--- src/rtl/video_stream_monitor.sv ---
// Receive-side checker/capture for the vsync/hsync/data stream: tags pixels with x/y, sums each frame
// and reports geometry status once per frame. Define VIDEO_STREAM_MONITOR_HTOTAL_CHECK_EN for the line-period check (vm_err[3]).
module video_stream_monitor #(
    parameter int DW      = 8,
    parameter int IW      = 4,
    parameter int IH      = 4,
    parameter int H_TOTAL = 10,
    parameter int XW      = 8,
    parameter int YW      = 8,
    parameter int SUM_W   = 16
) (
    input  logic             clk,
    input  logic             rst,
    input  logic             vm_din_vsync,
    input  logic             vm_din_hsync,
    input  logic [DW-1:0]    vm_din,
    output logic             vm_pix_valid,
    output logic [DW-1:0]    vm_pix_data,
    output logic [XW-1:0]    vm_pix_x,
    output logic [YW-1:0]    vm_pix_y,
    output logic             vm_frame_done,
    output logic             vm_frame_ok,
    output logic [YW-1:0]    vm_line_cnt,
    output logic [SUM_W-1:0] vm_frame_sum,
    output logic [15:0]      vm_frame_cnt,
`ifdef VIDEO_STREAM_MONITOR_HTOTAL_CHECK_EN
    output logic [3:0]       vm_err
`else
    output logic [2:0]       vm_err
`endif
);

`ifdef VIDEO_STREAM_MONITOR_HTOTAL_CHECK_EN
    localparam int EW = 4;
`else
    localparam int EW = 3;
    logic [31:0] unused_h_total;
    assign unused_h_total = 32'(H_TOTAL);
`endif

    typedef enum logic [1:0] {IDLE, FRAME, DONE} state_t;

    state_t           state_q, state_d;
    logic             vs_q, hs_q;
    logic [XW-1:0]    col_q, col_d;
    logic [YW-1:0]    line_q, line_d;
    logic [SUM_W-1:0] sum_q, sum_d;
    logic [EW-1:0]    werr_q, werr_d;
    logic             stray_q, stray_d;
    logic [XW-1:0]    pix_x_d;
    logic [YW-1:0]    pix_y_d;

    logic             pix_vld_q;
    logic [DW-1:0]    pix_dat_q;
    logic [XW-1:0]    pix_x_q;
    logic [YW-1:0]    pix_y_q;
    logic             done_q, ok_q;
    logic [YW-1:0]    line_cnt_q;
    logic [SUM_W-1:0] frame_sum_q;
    logic [15:0]      frame_cnt_q;
    logic [EW-1:0]    err_q;

    logic vs_rise, vs_fall, hs_fall, stray_hs;
    logic entering, in_frame, pix_take, close_line, done_now;

    assign vs_rise  = vm_din_vsync & ~vs_q;
    assign vs_fall  = ~vm_din_vsync & vs_q;
    assign hs_fall  = ~vm_din_hsync & hs_q;
    assign stray_hs = vm_din_hsync & ~vm_din_vsync;

    // DONE also accepts a new frame start so a back-to-back vsync rise is not lost
    assign entering   = (state_q != FRAME) && vs_rise;
    assign in_frame   = entering || (state_q == FRAME);
    assign pix_take   = in_frame && vm_din_vsync && vm_din_hsync;
    assign done_now   = (state_q == FRAME) && vs_fall;
    assign close_line = (state_q == FRAME) &&
                        (vm_din_vsync ? hs_fall : (vs_fall && hs_q));

`ifdef VIDEO_STREAM_MONITOR_HTOTAL_CHECK_EN
    logic [15:0] per_q, per_d;
    logic        seen_q, seen_d;
    logic        hs_rise;
    assign hs_rise = vm_din_hsync & ~hs_q & vm_din_vsync;
`endif

    always_comb begin
        state_d = state_q;
        col_d   = col_q;
        line_d  = line_q;
        sum_d   = sum_q;
        werr_d  = werr_q;
        stray_d = stray_q;
`ifdef VIDEO_STREAM_MONITOR_HTOTAL_CHECK_EN
        per_d   = per_q;
        seen_d  = seen_q;
`endif

        if (entering) begin
            state_d   = FRAME;
            col_d     = '0;
            line_d    = '0;
            sum_d     = '0;
            werr_d    = '0;
            werr_d[2] = stray_q;
            stray_d   = 1'b0;
        end else if (state_q == DONE) begin
            state_d = IDLE;
        end

        // hsync without vsync outside a frame is reported with the next frame
        if (stray_hs) begin
            if (state_q == FRAME) werr_d[2] = 1'b1;
            else                  stray_d   = 1'b1;
        end

        pix_x_d = col_d;
        pix_y_d = line_d;
        if (pix_take) begin
            if (col_d != '1) col_d = col_d + XW'(1);
            sum_d = sum_d + SUM_W'(vm_din);
        end

`ifdef VIDEO_STREAM_MONITOR_HTOTAL_CHECK_EN
        if (entering) begin
            per_d  = '0;
            seen_d = 1'b0;
        end else if ((state_q == FRAME) && (per_q != '1)) begin
            per_d = per_q + 16'd1;
        end
        // per_q holds the clocks elapsed since the previous line start
        if (in_frame && hs_rise) begin
            if (seen_d && (per_q != 16'(H_TOTAL))) werr_d[3] = 1'b1;
            per_d  = 16'd1;
            seen_d = 1'b1;
        end
`endif

        if (close_line) begin
            if (col_d != XW'(IW)) werr_d[0] = 1'b1;
            if (line_d != '1)     line_d    = line_d + YW'(1);
            col_d = '0;
        end

        if (done_now) begin
            if (line_d != YW'(IH)) werr_d[1] = 1'b1;
            state_d = DONE;
        end
    end

    always_ff @(posedge clk or posedge rst) begin
        if (rst) begin
            state_q     <= IDLE;
            vs_q        <= 1'b1;  // a frame already in progress at release is ignored
            hs_q        <= 1'b0;
            col_q       <= '0;
            line_q      <= '0;
            sum_q       <= '0;
            werr_q      <= '0;
            stray_q     <= 1'b0;
            pix_vld_q   <= 1'b0;
            pix_dat_q   <= '0;
            pix_x_q     <= '0;
            pix_y_q     <= '0;
            done_q      <= 1'b0;
            ok_q        <= 1'b0;
            line_cnt_q  <= '0;
            frame_sum_q <= '0;
            frame_cnt_q <= '0;
            err_q       <= '0;
`ifdef VIDEO_STREAM_MONITOR_HTOTAL_CHECK_EN
            per_q       <= '0;
            seen_q      <= 1'b0;
`endif
        end else begin
            state_q   <= state_d;
            vs_q      <= vm_din_vsync;
            hs_q      <= vm_din_hsync;
            col_q     <= col_d;
            line_q    <= line_d;
            sum_q     <= sum_d;
            werr_q    <= werr_d;
            stray_q   <= stray_d;
            pix_vld_q <= pix_take;
            done_q    <= done_now;
`ifdef VIDEO_STREAM_MONITOR_HTOTAL_CHECK_EN
            per_q     <= per_d;
            seen_q    <= seen_d;
`endif
            if (pix_take) begin
                pix_dat_q <= vm_din;
                pix_x_q   <= pix_x_d;
                pix_y_q   <= pix_y_d;
            end
            if (done_now) begin
                line_cnt_q  <= line_d;
                frame_sum_q <= sum_d;
                err_q       <= werr_d;
                ok_q        <= ~|werr_d;
                frame_cnt_q <= frame_cnt_q + 16'd1;
            end
        end
    end

    assign vm_pix_valid  = pix_vld_q;
    assign vm_pix_data   = pix_dat_q;
    assign vm_pix_x      = pix_x_q;
    assign vm_pix_y      = pix_y_q;
    assign vm_frame_done = done_q;
    assign vm_frame_ok   = ok_q;
    assign vm_line_cnt   = line_cnt_q;
    assign vm_frame_sum  = frame_sum_q;
    assign vm_frame_cnt  = frame_cnt_q;
    assign vm_err        = err_q;

endmodule

--- config.mk ---
export PLATFORM = sky130hd
export DESIGN_NAME = video_stream_monitor
export DESIGN_NICKNAME = d
export VERILOG_FILES = /design/src/rtl/video_stream_monitor.sv
export SDC_FILE = /design/constraint.sdc
export NUM_CORES = 1
export LEC_CHECK = 0
export ABC_AREA = 1
export BUFFER_PORTS_ARGS = -buffer_cell sky130_fd_sc_hd__buf_4
export CAP_MARGIN = 25
export CORE_MARGIN = 4
export CORE_UTILIZATION = 25
export DETAILED_ROUTE_END_ITERATION = 12
export GPL_TIMING_DRIVEN = 0
export PLACE_DENSITY = 0.51
export SLEW_MARGIN = 0
export SYNTH_ARGS = -nofsm -noshare
export SYNTH_HDL_FRONTEND = slang
export SYNTH_SLANG_ARGS = --single-unit
--- constraint.sdc ---
create_clock -name clk -period 4.3 [get_ports clk]
set_clock_uncertainty 0.2 [all_clocks]
set_input_delay 0.43 -clock clk [delete_from_list [all_inputs] [get_ports clk]]
set_output_delay 0.43 -clock clk [all_outputs]
set_load 0.02 [all_outputs]
==> flow_summary.ini <==
[die]
dieArea_um2 = 23100
die_y_um = 152
initial_utilization = 0.255
rows = 52
die-width_um = 152
fp.coreArea_um2 = 20400
io_pins = 82

[worst_setup_path]
crit_path_end_kind = register
reg2reg_from = vs_q$_DFF_PP1_
critical_path_class = input port to register
slowest_stage = dlygate4sd3_1
slowest_delay_ps = 560
crit_start = vm_din_vsync
required_ps = 4390
worstPathArrival_ps = 4010
path_common_cell = nand2_1
r2r_slack_ps = 740
startpoint_type = input port
rr_worst_depth = 23
rr_endpoint = vm_frame_sum[10]$_DFFE_PP0P_
crit_chain = dlygate4sd3_1 > buf_4 > inv_2 > nor2_2 > nand2_4 > buf_8 > inv_2 > buf_2 > nor2_1 > ha_1 > a21oi_1 > nand2_1 > nand2_1 > nand2_1 > a21oi_1 > o21ai_0 > nand2_1 > o21ai_0 > nand2_1 > xor2_1 > nand2_1 > nand2_1
path_delay_family = buffers and inverters
crit_fanout = 10
critical_path_buf_inv_count = 6

[detailed_routing]
ant_nets = 0
vias = 4162
drtIter0Drc = 256
drc = 0
first_pass_iters = 4
drt_wl_total_um = 13200
wl_per_cell_um = 13.2
vias_per_cell = 4.17

[place]
dp_cells = 981
dp_hpwl_um = 9780
port_buffers = 81
gp_congestion = 0.807
placed_area_um2 = 6170

[sta]
finalSetupTns_ps = 0
worst_slew_pin_slew_ps = 596
post-route-period-util = 0.913
period_minus_slack_ps = 3920
setup-violations-final = 0
hold_viol_final = 0
rsz0062_at_grt = no
clock.fmax_mhz = 255
slew_viol_final = 0
slew_headroom = 0.602

[global_routing]
track_usage = 0.118
grt_first_pass_wirelength_um = 22200
grt_pass1_vias = 4128
antenna_found_initial = 0
grt_max_degree = 75
globalRouteOverflowTotal = 0

[power_and_ir_drop]
p_switching_mw = 1.34
combPwrFrac = 0.368
p_leak_nw = 3.42
pwr-share-clk = 0.226
ir_worst_vdd_mv = 0.198
p_total_mw = 3.54
power_frac_seq = 0.406
p_int_mw = 2.20
p_sw_frac = 0.379
power-per-cell-area_nw_per_um2 = 547

[synthesis]
synth_cell_types = 35
synth_top_area_cell = dfrtp_1
synth_edf_count = 0
synthFlopType = dfrtp_1
async_flop_share = 1.00
ys_top_cells_by_count = nand2_1, dfrtp_1, inv_1
synth_top_area_frac = 0.525
synth.area.top_cells = dfrtp_1, nand2_1, inv_1, nor2_1, o21ai_0
ys_ff_latch = 110
synth_area_per_cell_um2 = 8.26
yosysMostFrequentCell = nand2_1
yosysSeqAreaShare = 0.530
synth_cells = 629
yosysWarnings = 0
synthesis.area_um2 = 5190
synth_fp_nets = 652

[final_layout]
finalNetCount = 747
area_growth_pct = 24.6
final_area_um2 = 6470
instances_no_fill = 999
drive_gt1_frac = 0.184
post-route-util = 0.318
antenna-diode-count = 0

[cts]
cts_tree = done
holdBufCountCts = 2
root_buffer = clkbuf_16
cts_buffers = 9
htreeDepth = 3
cts_resized = 0
cts.sinks = 110
cts_buffer_depth = 2
clk_latency_ps = 350
clk_pin_slew_worst_paths_ps = 70
post_cts.repair.setup_buffers = 0

[worst_hold_path]
min_path_type = input port to register
hold_start = vm_din_hsync
hold_path_depth = 1
min_to = hs_q$_DFF_PP0_

[job]
maxCapViolCount = 0

[run_status]
status = complete, no violations
## power groups by stage
stage               logic, mW  clock network, mW  registers (mW)
floorplan               0.645                  0            1.63
global placement         1.31                  0            1.46
detailed placement       1.33                  0            1.46
CTS                      1.33              0.838            1.44
global route             1.48              0.877            1.47
finish                   1.30              0.800            1.44
## worst register-to-register path, delay by kind of cell (launching register included)
kind,cells,cell delay (ps)
AO/OA/AOI/OAI,3,370
adder cells (fa/ha/maj),2,580
buffers and inverters,5,550
flip-flops,1,580
AND/OR/NAND/NOR,13,1170
## final cells by class
class | count | area [um^2]
buffer | 18 | 90.1
clock buffer | 13 | 260
clock inverter | 3 | 18.8
fill | 2197 | 13900
inverter | 77 | 294
multi-input combinational | 424 | 2060
sequential | 110 | 2750
tap | 270 | 338
timing repair buffer | 84 | 656
## how the worst max path moves through the flow
stage,to,depth (start not counted)
floorplan,col_q[0]$_DFF_PP0_,1
detailed placement,vm_frame_sum[8]$_DFFE_PP0P_,24
global placement,vm_pix_x[1]$_DFFE_PP0N_,2
global route,vm_frame_sum[8]$_DFFE_PP0P_,25
finish,vm_frame_sum[11]$_DFFE_PP0P_,22
CTS,vm_frame_sum[8]$_DFFE_PP0P_,25
## through the flow
stage / setup slack, ps / hold WS (ps)
after detailed placement: 588 / 254
after floorplan: 769 / 234
after CTS: 336 / 7.24
final: 375 / 29.1
after global routing: 27.5 / 17.8
after global placement: -801 / 262
## layout by cell type (no fill, tap or decap), types with 8 or more instances in the layout
cell type and count:
nor2_2 11, buf_4 83, dfrtp_1 109, nand3_1 29, nand2_1 212, clkbuf_16 9
ha_1 10, clkbuf_1 12, a21oi_1 8, o21ai_0 36, inv_1 71, nand4_1 8
nor2_1 56, xor2_1 19
## state kept, by name, indices dropped and copies added, names as in the netlist
| name | cells |
|---|---|
| col_q | 8 |
| hs_q | 1 |
| line_q | 8 |
| state_q | 2 |
| stray_q | 1 |
| sum_q | 16 |
| vm_err | 3 |
| vm_frame_cnt | 16 |
| vm_frame_done | 1 |
| vm_frame_ok | 1 |
| vm_frame_sum | 16 |
| vm_line_cnt | 8 |
| vm_pix_data | 8 |
| vm_pix_valid | 1 |
| vm_pix_x | 8 |
| vm_pix_y | 8 |
| vs_q | 1 |
| werr_q | 3 |
## layer usage
layer,track usage,part of all wire,vias up
li1,-,-,2141
met1,0.169,0.50,1943
met2,0.176,0.45,76
met3,0.0375,0.048,2
met4,0.0244,0.0031,0
met5,0,0,-
## cell families after synthesis
group                    Yosys count  share of synthesized area
AO/OA/AOI/OAI                     57                     0.0614
XOR/XNOR                          23                     0.0388
adder cells (fa/ha/maj)           11                     0.0279
buffers and inverters             95                     0.0730
flip-flops                       110                      0.530
AND/OR/NAND/NOR                  333                      0.269
Note: power is estimated with default switching activity, not from simulation.
